`config.mk`:
```
export PLATFORM = sky130hd
export DESIGN_NAME = solver_sequencer_flat
export DESIGN_NICKNAME = d
export VERILOG_FILES = /design/src/rtl/solver_sequencer_pkg.sv /design/src/rtl/solver_sequencer_if.sv /design/src/rtl/solver_sequencer_slot_bank.sv /design/src/rtl/solver_sequencer.sv /design/src/flat_wrapper.sv
export SDC_FILE = /design/constraint.sdc
export NUM_CORES = 1
export LEC_CHECK = 0
export BUFFER_PORTS_ARGS = -buffer_cell sky130_fd_sc_hd__buf_2
export CORE_AREA = 5 5 326 328
export CTS_BUF_LIST = sky130_fd_sc_hd__clkbuf_16
export DETAILED_ROUTE_END_ITERATION = 8
export DIE_AREA = 0 0 331 333
export GPL_TIMING_DRIVEN = 0
export PLACE_DENSITY = 0.51
export SYNTH_ARGS = -nofsm -noshare
export SYNTH_HDL_FRONTEND = slang
export SYNTH_SLANG_ARGS = --single-unit
```
`constraint.sdc`:
```
create_clock -name clk -period 7 [get_ports clk]
set_clock_uncertainty 0.15 [all_clocks]
set_input_delay 0.35 -clock clk [delete_from_list [all_inputs] [get_ports clk]]
set_output_delay 0.35 -clock clk [all_outputs]
set_load 0.01 [all_outputs]
```
`src/rtl/solver_sequencer_pkg.sv`:
```
// Shared definitions for the solver sequencer: FSM state encoding, slot count,
// default widths and a small helper for sizing the solve timer.
package solver_sequencer_pkg;

    localparam int NSAT        = 4;
    localparam int DEF_W       = 32;
    localparam int DEF_IDW     = 6;
    localparam int DEF_TIMEOUT = 64;

    typedef enum logic [1:0] {
        ST_COLLECT = 2'd0,
        ST_SOLVE   = 2'd1,
        ST_HOLD    = 2'd2
    } seq_state_e;

    // Width of a counter that has to reach count-1; never below one bit.
    function automatic int timer_width(input int count);
        return (count <= 2) ? 1 : $clog2(count);
    endfunction

endpackage

```
`src/rtl/solver_sequencer_if.sv`:
```
// Bundle of the measurement stream, solver operand/result buses and the fix
// result port. The sequencer sits on the slave side; the surrounding system
// (capture stage, linear_solver, navigation output) is the master.
interface solver_sequencer_if
    import solver_sequencer_pkg::*;
#(
    parameter int W   = DEF_W,
    parameter int IDW = DEF_IDW
) ();

    logic                meas_valid;
    logic                meas_ready;
    logic [IDW-1:0]      meas_id;
    logic [W-1:0]        meas_x;
    logic [W-1:0]        meas_y;
    logic [W-1:0]        meas_z;
    logic [W-1:0]        meas_r;
    logic                flush;
    logic                solver_en;
    logic [NSAT*W-1:0]   sol_x;
    logic [NSAT*W-1:0]   sol_y;
    logic [NSAT*W-1:0]   sol_z;
    logic [NSAT*W-1:0]   sol_r;
    logic                solver_done;
    logic [3*W-1:0]      sol_c;
    logic                fix_valid;
    logic                fix_ready;
    logic [3*W-1:0]      fix_c;
    logic                fix_err;
    logic                busy;
    logic [2:0]          slot_cnt;

    modport slave (
        input  meas_valid, meas_id, meas_x, meas_y, meas_z, meas_r, flush,
               solver_done, sol_c, fix_ready,
        output meas_ready, solver_en, sol_x, sol_y, sol_z, sol_r,
               fix_valid, fix_c, fix_err, busy, slot_cnt
    );

    modport master (
        output meas_valid, meas_id, meas_x, meas_y, meas_z, meas_r, flush,
               solver_done, sol_c, fix_ready,
        input  meas_ready, solver_en, sol_x, sol_y, sol_z, sol_r,
               fix_valid, fix_c, fix_err, busy, slot_cnt
    );

endinterface

```
`src/rtl/solver_sequencer_slot_bank.sv`:
```
// Four-entry measurement register file. A write whose ID matches an occupied
// slot overwrites that slot; otherwise it lands in the next free slot. Slots
// fill in order and are only ever cleared all together, so the occupancy count
// doubles as the next free index.
module solver_sequencer_slot_bank
    import solver_sequencer_pkg::*;
#(
    parameter int W   = DEF_W,
    parameter int IDW = DEF_IDW
) (
    input  logic              clk,
    input  logic              rst,
    input  logic              clr,
    input  logic              wr_en,
    input  logic [IDW-1:0]    wr_id,
    input  logic [W-1:0]      wr_x,
    input  logic [W-1:0]      wr_y,
    input  logic [W-1:0]      wr_z,
    input  logic [W-1:0]      wr_r,
    output logic [2:0]        cnt,
    output logic              fill,
    output logic [NSAT*W-1:0] sol_x,
    output logic [NSAT*W-1:0] sol_y,
    output logic [NSAT*W-1:0] sol_z,
    output logic [NSAT*W-1:0] sol_r
);

    logic [NSAT-1:0] hit;
    logic            any_hit;
    logic [2:0]      cnt_reg;

    genvar gi;
    generate
        for (gi = 0; gi < NSAT; gi++) begin : g_slot
            logic           valid_reg;
            logic [IDW-1:0] id_reg;
            logic [W-1:0]   x_reg;
            logic [W-1:0]   y_reg;
            logic [W-1:0]   z_reg;
            logic [W-1:0]   r_reg;
            logic           wr_sel;

            assign hit[gi] = valid_reg && (id_reg == wr_id);
            assign wr_sel  = wr_en && (any_hit ? hit[gi] : (cnt_reg == 3'(gi)));

            // Slot storage: cleared as a whole, written on a match or as the next free slot.
            always_ff @(posedge clk) begin
                if (rst || clr) begin
                    valid_reg <= 1'b0;
                    id_reg    <= '0;
                    x_reg     <= '0;
                    y_reg     <= '0;
                    z_reg     <= '0;
                    r_reg     <= '0;
                end else if (wr_sel) begin
                    valid_reg <= 1'b1;
                    id_reg    <= wr_id;
                    x_reg     <= wr_x;
                    y_reg     <= wr_y;
                    z_reg     <= wr_z;
                    r_reg     <= wr_r;
                end
            end

            assign sol_x[gi*W +: W] = x_reg;
            assign sol_y[gi*W +: W] = y_reg;
            assign sol_z[gi*W +: W] = z_reg;
            assign sol_r[gi*W +: W] = r_reg;
        end
    endgenerate

    assign any_hit = |hit;
    // Set on the write that occupies the last free slot.
    assign fill    = wr_en && !any_hit && (cnt_reg == 3'(NSAT - 1));
    assign cnt     = cnt_reg;

    // Occupancy grows only when a new ID is stored.
    always_ff @(posedge clk) begin
        if (rst || clr) begin
            cnt_reg <= '0;
        end else if (wr_en && !any_hit && (cnt_reg != 3'(NSAT))) begin
            cnt_reg <= cnt_reg + 3'd1;
        end
    end

endmodule

```
`src/rtl/solver_sequencer.sv`:
```
// Front-end controller for linear_solver: gathers four satellite measurements,
// runs one bounded solve and hands back the result (or a timeout error) on a
// valid/ready port. The FSM and solve timer live here; storage is in the slot bank.
module solver_sequencer
    import solver_sequencer_pkg::*;
#(
    parameter int W       = DEF_W,
    parameter int IDW     = DEF_IDW,
    parameter int TIMEOUT = DEF_TIMEOUT
) (
    input logic               clk,
    input logic               rst,
    solver_sequencer_if.slave bus
);

    localparam int            TW         = timer_width(TIMEOUT);
    localparam logic [TW-1:0] TIMER_LAST = TW'(TIMEOUT - 1);

    seq_state_e     state_reg, state_next;
    logic [TW-1:0]  timer_reg, timer_next;
    logic [3*W-1:0] fix_c_reg, fix_c_next;
    logic           fix_err_reg, fix_err_next;

    logic       bank_wr;
    logic       bank_clr;
    logic       bank_fill;
    logic [2:0] bank_cnt;
    logic       timed_out;

    // A flush in the same cycle drops the measurement, though the handshake still completes.
    assign bank_wr   = (state_reg == ST_COLLECT) && bus.meas_valid && !bus.flush;
    assign timed_out = (timer_reg == TIMER_LAST);

    solver_sequencer_slot_bank #(
        .W   (W),
        .IDW (IDW)
    ) u_bank (
        .clk   (clk),
        .rst   (rst),
        .clr   (bank_clr),
        .wr_en (bank_wr),
        .wr_id (bus.meas_id),
        .wr_x  (bus.meas_x),
        .wr_y  (bus.meas_y),
        .wr_z  (bus.meas_z),
        .wr_r  (bus.meas_r),
        .cnt   (bank_cnt),
        .fill  (bank_fill),
        .sol_x (bus.sol_x),
        .sol_y (bus.sol_y),
        .sol_z (bus.sol_z),
        .sol_r (bus.sol_r)
    );

    // State register together with the solve timer and captured result.
    always_ff @(posedge clk) begin
        if (rst) begin
            state_reg   <= ST_COLLECT;
            timer_reg   <= '0;
            fix_c_reg   <= '0;
            fix_err_reg <= 1'b0;
        end else begin
            state_reg   <= state_next;
            timer_reg   <= timer_next;
            fix_c_reg   <= fix_c_next;
            fix_err_reg <= fix_err_next;
        end
    end

    // Next state; in SOLVE a flush outranks done, and done outranks the timeout.
    always_comb begin
        state_next   = state_reg;
        timer_next   = '0;
        fix_c_next   = fix_c_reg;
        fix_err_next = fix_err_reg;
        case (state_reg)
            ST_COLLECT: begin
                if (bank_fill) begin
                    state_next = ST_SOLVE;
                end
            end
            ST_SOLVE: begin
                if (bus.flush) begin
                    state_next = ST_COLLECT;
                end else if (bus.solver_done) begin
                    state_next   = ST_HOLD;
                    fix_c_next   = bus.sol_c;
                    fix_err_next = 1'b0;
                end else if (timed_out) begin
                    state_next   = ST_HOLD;
                    fix_c_next   = '0;
                    fix_err_next = 1'b1;
                end else begin
                    timer_next = timer_reg + 1'b1;
                end
            end
            ST_HOLD: begin
                if (bus.fix_ready) begin
                    state_next = ST_COLLECT;
                end
            end
            default: state_next = ST_COLLECT;
        endcase
    end

    // State-decoded outputs and the slot-clear strobe.
    always_comb begin
        bus.meas_ready = 1'b0;
        bus.solver_en  = 1'b0;
        bus.fix_valid  = 1'b0;
        bus.busy       = 1'b1;
        bank_clr       = 1'b0;
        case (state_reg)
            ST_COLLECT: begin
                bus.meas_ready = 1'b1;
                bus.busy       = 1'b0;
                bank_clr       = bus.flush;
            end
            ST_SOLVE: begin
                bus.solver_en = 1'b1;
                bank_clr      = bus.flush;
            end
            ST_HOLD: begin
                bus.fix_valid = 1'b1;
                bank_clr      = bus.fix_ready;
            end
            default: begin
                bus.busy = 1'b1;
            end
        endcase
    end

    assign bus.fix_c    = fix_c_reg;
    assign bus.fix_err  = fix_err_reg;
    assign bus.slot_cnt = bank_cnt;

endmodule

```
`src/flat_wrapper.sv`:
```
// flat-port wrapper written by rule: the top's interface ports become plain ports
module solver_sequencer_flat import solver_sequencer_pkg::*;
#(
    parameter int W       = DEF_W,
    parameter int IDW     = DEF_IDW,
    parameter int TIMEOUT = DEF_TIMEOUT
)
  (clk, rst, bus_meas_valid, bus_meas_id, bus_meas_x, bus_meas_y, bus_meas_z, bus_meas_r, bus_flush, bus_solver_done, bus_sol_c, bus_fix_ready, bus_meas_ready, bus_solver_en, bus_sol_x, bus_sol_y, bus_sol_z, bus_sol_r, bus_fix_valid, bus_fix_c, bus_fix_err, bus_busy, bus_slot_cnt);
  solver_sequencer_if #(.W(W), .IDW(IDW)) bus_i ();
  input logic clk;
  input logic rst;
  input wire logic [$bits(bus_i.meas_valid)-1:0] bus_meas_valid;
  input wire logic [$bits(bus_i.meas_id)-1:0] bus_meas_id;
  input wire logic [$bits(bus_i.meas_x)-1:0] bus_meas_x;
  input wire logic [$bits(bus_i.meas_y)-1:0] bus_meas_y;
  input wire logic [$bits(bus_i.meas_z)-1:0] bus_meas_z;
  input wire logic [$bits(bus_i.meas_r)-1:0] bus_meas_r;
  input wire logic [$bits(bus_i.flush)-1:0] bus_flush;
  input wire logic [$bits(bus_i.solver_done)-1:0] bus_solver_done;
  input wire logic [$bits(bus_i.sol_c)-1:0] bus_sol_c;
  input wire logic [$bits(bus_i.fix_ready)-1:0] bus_fix_ready;
  output wire logic [$bits(bus_i.meas_ready)-1:0] bus_meas_ready;
  output wire logic [$bits(bus_i.solver_en)-1:0] bus_solver_en;
  output wire logic [$bits(bus_i.sol_x)-1:0] bus_sol_x;
  output wire logic [$bits(bus_i.sol_y)-1:0] bus_sol_y;
  output wire logic [$bits(bus_i.sol_z)-1:0] bus_sol_z;
  output wire logic [$bits(bus_i.sol_r)-1:0] bus_sol_r;
  output wire logic [$bits(bus_i.fix_valid)-1:0] bus_fix_valid;
  output wire logic [$bits(bus_i.fix_c)-1:0] bus_fix_c;
  output wire logic [$bits(bus_i.fix_err)-1:0] bus_fix_err;
  output wire logic [$bits(bus_i.busy)-1:0] bus_busy;
  output wire logic [$bits(bus_i.slot_cnt)-1:0] bus_slot_cnt;
  assign bus_i.meas_valid = bus_meas_valid;
  assign bus_i.meas_id = bus_meas_id;
  assign bus_i.meas_x = bus_meas_x;
  assign bus_i.meas_y = bus_meas_y;
  assign bus_i.meas_z = bus_meas_z;
  assign bus_i.meas_r = bus_meas_r;
  assign bus_i.flush = bus_flush;
  assign bus_i.solver_done = bus_solver_done;
  assign bus_i.sol_c = bus_sol_c;
  assign bus_i.fix_ready = bus_fix_ready;
  assign bus_meas_ready = bus_i.meas_ready;
  assign bus_solver_en = bus_i.solver_en;
  assign bus_sol_x = bus_i.sol_x;
  assign bus_sol_y = bus_i.sol_y;
  assign bus_sol_z = bus_i.sol_z;
  assign bus_sol_r = bus_i.sol_r;
  assign bus_fix_valid = bus_i.fix_valid;
  assign bus_fix_c = bus_i.fix_c;
  assign bus_fix_err = bus_i.fix_err;
  assign bus_busy = bus_i.busy;
  assign bus_slot_cnt = bus_i.slot_cnt;
  solver_sequencer #(.W(W), .IDW(IDW), .TIMEOUT(TIMEOUT)) u_core (.clk(clk), .rst(rst), .bus(bus_i));
endmodule
```
Word-level counts from Yosys, hierarchy flattened:

Cells that the tools add are included.

* add/subtract/negate cells: 2
* bitwise operators: 2
* equal/unequal tests: 14
* muxes and demuxes: 19
* reduce and logical (&&, ||, !) cells: 24

Operator list (number)
* 2-to-1 mux 96 bit: 2
* == test 6 bit: 4
* logical AND 1 bit: 13
* 2-to-1 mux 1 bit: 10
* 2-to-1 mux 2 bit: 5
* adder 6 x 1 -> 6 bit (second input constant): 1
* == test 3 x 2 -> 1 bit (second input constant): 2
* == test 6 bit (second input constant): 1
* one-hot mux 2 bit (3 select lines): 1
* AND reduction 3 bit: 2
* OR reduction 5 bit: 1
* != test 4 x 3 -> 1 bit (second input constant): 1
* OR reduction 4 bit: 1
* adder 3 x 1 -> 3 bit (second input constant): 1
* == test 3 x 1 -> 1 bit (second input constant): 1
* logical NOT 3 bit: 1
* != test 3 bit (second input constant): 1
* == test 2 x 1 -> 1 bit (second input constant): 1
* == test 2 bit (second input constant): 1
* logical NOT 1 bit: 2
* logical NOT 2 bit: 1
* != test 2 x 1 -> 1 bit (second input constant): 1
* != test 2 bit (second input constant): 1
* NOT 1 bit: 2
* other kinds (4): 4

* bits in registers: 648
* logic and storage cells: 90
* input port bits: 236
* output and inout bits: 616

Depth between registers and ports, before layout:

* depth in word-level cells: 8
* mapped depth: 10
* mapped depth without buffers: 7

By module:

Synthesis repeated with hierarchy kept, for this count alone.

* cell total of the unflattened synthesis: 3000
* area, all modules: 24103.1 um2

Modules (own cells, without submodules)
* solver_sequencer_slot_bank: cells an instance 2405, area an instance 19147.1 um2, sequential area each 10870.4 um2, times used 1
* solver_sequencer: cells an instance 595, area an instance 4956.0 um2, sequential area each 2102.0 um2, times used 1

Worst setup path before layout:

No wires, ideal clock.

* path kind: input to register
* from: input port bus_meas_id[3]
* to: register u_core.u_bank.g_slot[2].id_reg[0]
* library setup time: 0.119 ns
* cell stages on the path: 8
* required time: 6.731 ns
* buffers on the path: 3
* path slack: 4.500 ns
* data arrival time: 2.231 ns
* cells stage by stage: clkbuf_1 xor2_1 nor4_2 a21boi_0 a41oi_1 clkbuf_1 buf_2 o2bb2ai_1

* longest elaborated chain between the ends: 5

Ends and longest elaborated chain
* start: declaration: RTL line flat_wrapper.sv:13 `input wire logic [$bits(bus_i.meas_id)-1:0] bus_meas_id;`
* == test 6 bit: RTL line solver_sequencer_slot_bank.sv:43 `assign hit[gi] = valid_reg && (id_reg == wr_id);`
* logical AND 1 bit: RTL line solver_sequencer_slot_bank.sv:43
* OR reduction 4 bit: RTL line solver_sequencer_slot_bank.sv:72 `assign any_hit = |hit;`
* 2-to-1 mux 1 bit (*): RTL line solver_sequencer_slot_bank.sv:44 `assign wr_sel = wr_en && (any_hit ? hit[gi] : (cnt_reg == 3'(gi)));`
* logical AND 1 bit (*): RTL line solver_sequencer_slot_bank.sv:44
* end signal: assignment: RTL line solver_sequencer_slot_bank.sv:57 `id_reg <= wr_id;`
* end: declaration: RTL line solver_sequencer_slot_bank.sv:36 `logic [IDW-1:0] id_reg;`

Every way passes the cells marked *; elsewhere a longest branch is shown, timed or not.
A chain may end at the register's enable or synchronous reset.

Worst setup path in the final report:

* from: input port bus_meas_id[1]
* to: register u_core.u_bank.g_slot[3].r_reg[4]

* longest elaborated chain between the ends: 5

Ends and longest elaborated chain
* == test 6 bit: RTL line solver_sequencer_slot_bank.sv:43
* logical AND 1 bit: RTL line solver_sequencer_slot_bank.sv:43
* OR reduction 4 bit: RTL line solver_sequencer_slot_bank.sv:72
* 2-to-1 mux 1 bit (*): RTL line solver_sequencer_slot_bank.sv:44
* logical AND 1 bit (*): RTL line solver_sequencer_slot_bank.sv:44
* end signal: assignment: RTL line solver_sequencer_slot_bank.sv:61 `r_reg <= wr_r;`
* end: declaration: RTL line solver_sequencer_slot_bank.sv:40 `logic [W-1:0] r_reg;`

Marked as above.

==> impl_table.tex <==
\begin{tabular}{lr}
\hline
Metric & Value \\
\hline
\multicolumn{2}{l}{\textbf{Status}} \\
\quad Status & finished clean \\
\multicolumn{2}{l}{\textbf{STA}} \\
\quad Final period util & between 50 and 60\% \\
\quad Worst path setup slack after routing & roughly 3 ns \\
\quad Slew headroom & about 8.1\% \\
\quad Setup repair after global routing missed its margin & false \\
\quad Final number of setup-violating endpoints & 0 \\
\quad Number of pins with negative max-slew slack in the final report & 0 \\
\quad Highest achievable clock rate & roughly 250 MHz \\
\quad Min Tclk post-route & approximately 4 ns \\
\quad Slew at the pin closest to its max-slew limit & around 1.4 ns \\
\quad Fin Setup TNS & 0 ns \\
\quad Number of hold-slack violations in the final timing report & 0 \\
\multicolumn{2}{l}{\textbf{Critical path}} \\
\quad Worst-path fanout max & 10 \\
\quad CP arrival & between 4 and 5 ns \\
\quad Critical Path Sink Type & flop \\
\quad Kind of start point of the critical path & primary input \\
\quad Required time at the endpoint of the critical path & 7.41 ns \\
\quad Highest cell delay on the worst timing path & 0.94 ns \\
\quad Critical Setup Path Class & in2reg \\
\quad Slowest stage cell, crit path & a31oi\_1 \\
\quad Worst path cell trace & dlygate4sd3\_1 -> clkbuf\_1 -> xnor2\_1 -> nand4\_1 -> or2\_2 -> a31oi\_1 -> buf\_2 -> buf\_1 -> nand3\_1 -> o21ai\_0 \\
\multicolumn{2}{l}{\textbf{Die}} \\
\quad Die height & about 330 um \\
\quad Initial core utilization & a little over a fifth \\
\quad \# rows & approximately 120 \\
\quad Area of the core region & approximately 100000 sq um \\
\quad Chip width & approximately 330 um \\
\quad Die footprint & roughly 110000 sq um \\
\quad Number of top-level pins & 852 \\
\multicolumn{2}{l}{\textbf{Routing}} \\
\quad Detailed-router iteration count before antenna repair & 5 \\
\quad DRC violations left & 0 \\
\quad Post-DRT Antenna Nets & 0 \\
\quad Wire length on met1 & $\sim$46000 um \\
\quad Violation count after the first detailed-routing iteration & $\sim$1400 \\
\quad Highest metal layer used by the detailed router & met5 \\
\quad Vias per inst & 4.50 \\
\quad Final routed wire length divided by cell count & 22.9 um \\
\quad Overall via count from detail\_route & approximately 22000 \\
\quad Total wire length & $\sim$110000 um \\
\quad Met2 wirelength from detailed routing & between 50000 and 60000 um \\
\quad DR WL met3 & roughly 8400 um \\
\multicolumn{2}{l}{\textbf{Placement}} \\
\quad Final weighted congestion of routability-driven global placement & 0.850 \\
\quad Final HPWL from detailed placement & between 80000 and 90000 um \\
\quad Count of port buffers added during placement & 845 \\
\quad Setup Slack @ Placement & about 2.2 ns \\
\multicolumn{2}{l}{\textbf{Finish}} \\
\quad Fraction of layout cells with a size suffix above 1 & between 20\% and 30\% \\
\quad Layout overhead on the synthesized area & 49.5\% \\
\quad Commonest non-fill, non-tap cell in the layout & buf\_2 \\
\quad Number of nets in the layout & $\sim$3800 \\
\quad Filler cells & 11023 \\
\quad Top library cells by usage in the layout, fill and taps aside & buf\_2 (899), dfxtp\_1 (648), nand2\_1 (414) \\
\multicolumn{2}{l}{\textbf{Clock network}} \\
\quad \# clock sinks & 648 \\
\quad Clock transition at the register clock pins on the worst setup and hold paths after CTS & around 0.06 ns \\
\quad Number of H-tree levels & 3 \\
\quad Clock Tree Buf Depth & 3 \\
\quad TritonCTS Buffers & 77 \\
\quad Clock Tree Root & clkbuf\_16 \\
\quad Clock latency at the later pin of the worst-skew pair & 0.65 ns \\
\quad CTS tree & done \\
\quad Post-CTS repair timing setup buffer count & 0 \\
\multicolumn{2}{l}{\textbf{Power}} \\
\quad Power per cell area & 250 nW/um\^{}2 \\
\quad Clock group share of total power & 48.4\% \\
\quad Sw Share & about a quarter \\
\quad Psw & 2.03 mW \\
\quad Overall Power & roughly 8.2 mW \\
\quad Peak ir drop on the vdd network & approximately 0.00015 V \\
\quad Logic gate share of total power & 6.1\% \\
\quad Leakage power summed over all cells & 13.7 nW \\
\quad Register share of total power & a little under half \\
\quad Cell internal power dissipation & roughly 6.1 mW \\
\multicolumn{2}{l}{\textbf{Yosys}} \\
\quad Synth area leaders & dfxtp\_1 (59\%), nand2\_1 (7.1\%), nand3\_1 (6.3\%), o21ai\_0 (6.2\%), o2bb2ai\_1 (5.3\%) \\
\quad Fraction of post-synthesis cell area in the top cell type by area & roughly 59\% \\
\quad Flop and latch count out of synthesis & between 600 and 700 \\
\quad Area leader, netlist & dfxtp\_1 \\
\quad Post-synthesis instance area & about 22000 sq um \\
\quad Syn\_nets & 2625 \\
\quad Mean area per synthesized cell & 9.16 sq um \\
\quad Number of enable-type register cells in the synthesized netlist & 0 \\
\quad Post-Synthesis Cells & 2383 \\
\quad Async SR Flop Fraction & 0\% \\
\quad Unique masters post-synth & 41 \\
\quad Number of warning messages in the yosys log & 0 \\
\quad Sequential area share after synthesis & slightly below 60\% \\
\quad Most used flip-flop cell after synthesis & dfxtp\_1 \\
\multicolumn{2}{l}{\textbf{Global routing}} \\
\quad Final global-route overflow total & 0 \\
\quad Maximum number of pins on one net before global-route repair & 13 \\
\quad Vias in the first global route & between 20000 and 25000 \\
\quad Total Routing Usage GR & slightly below 20\% \\
\quad Antenna violations before repair & 5 \\
\quad Wire length of the first global-routing pass & $\sim$160000 um \\
\multicolumn{2}{l}{\textbf{Job}} \\
\quad Number of max-cap violations & 0 \\
\multicolumn{2}{l}{\textbf{Hold path}} \\
\quad Type of the tightest min-delay check & in2reg \\
\hline
\end{tabular}
repair_timing:
item / CTS / global route
hold endpoints to repair: 598 / 0
setup endpoints to repair: 0 / 0
gates resized for setup: 0 / 0
hold buffers: 232 / 0
critical path: cells and delay by family:
kind,cells,cell delay [ns]
simple gates,3,0.64
buf+inv,4,2.21
xor+xnor,1,0.19
compound gates,2,1.04
path summary, 6_finish.rpt:
kind,start,end,slack [ns],depth (start not counted)
setup reg to reg,u_core.state_reg[1],u_core.u_bank.g_slot[3].z_reg[19],3.19,7
setup / recovery,bus_meas_id[1],u_core.u_bank.g_slot[3].r_reg[4],2.96,10
hold reg to reg,u_core.u_bank.g_slot[1].z_reg[5],u_core.u_bank.g_slot[1].z_reg[5],0.30,2
hold / removal,bus_solver_done,u_core.timer_reg[1],0.14,4
stage by stage:
step | cells | hold WS, ns | utilization [%] | area (sq um)
after floorplan | 2383 | 0.268 | - | 21800
after global placement | 4608 | 0.283 | 27.0 | 27800
after global routing | 4979 | 0.155 | 31.7 | 32600
after CTS | 4978 | 0.0867 | 31.7 | 32600
final | 4983 | 0.138 | 31.7 | 32600
after detailed placement | 4611 | 0.290 | 27.1 | 27900
Yosys cell counts (all sizes together) (2+ instances only):
cell type and number:
a21oi 138, a22oi 96, o21ai 272, or2 2
nand2b 2, o2bb2ai 133, nor3 6, clkbuf 142
xnor2 21, nor4 2, inv 6, nand2 414
and2 3, ha 6, nor2 109, nand4 3
o21a 3, a21boi 2, or4b 2, xor2 7
nand3 273, or3 2, dfxtp 648, and3 2
nor2b 4, mux2i 3, buf 73
kinds of logic (layout without fill, tap and decap cells):
kind of cell | count (synthesis) | in the layout | synth area share, %
simple gates | 825 | 825 | 16.1
flops | 648 | 648 | 59.4
xor+xnor | 28 | 28 | 1.12
buf+inv | 221 | 1436 | 4.23
mux | 3 | 3 | 0.138
other cells | 0 | 5 | 0
compound gates | 652 | 652 | 18.6
fa+ha+maj | 6 | 6 | 0.344
metal layers:
layer  up-vias  track usage (%)
met2       796             34.6
met1     10823             23.3
met4         2             5.86
li1      10629                -
met3       160             4.73
met5         -                0
power groups by stage:
stage	logic, mW	clock network [mW]	registers, mW
finish	0.495	3.95	3.72
CTS	0.499	4.05	3.72
floorplan	0.141	0	3.81
detailed placement	0.391	0	3.80
global placement	0.390	0	3.80
global route	0.530	4.20	3.72
area by class of cell:
cell class                      count  area, sq um  area share, %
Tap cell                         1380         1730           5.29
Inverter                            6         22.5         0.0690
Clock buffer                       77         1930           5.90
Antenna cell                        5         12.5         0.0383
Multi-Input combinational cell   1514         7960           24.4
Buffer                            215          905           2.77
Timing Repair Buffer             1080         6600           20.2
Sequential cell                   648        13000           39.7
Clock inverter                     58          529           1.62
No activity file was read; power rests on OpenSTA's default activity.
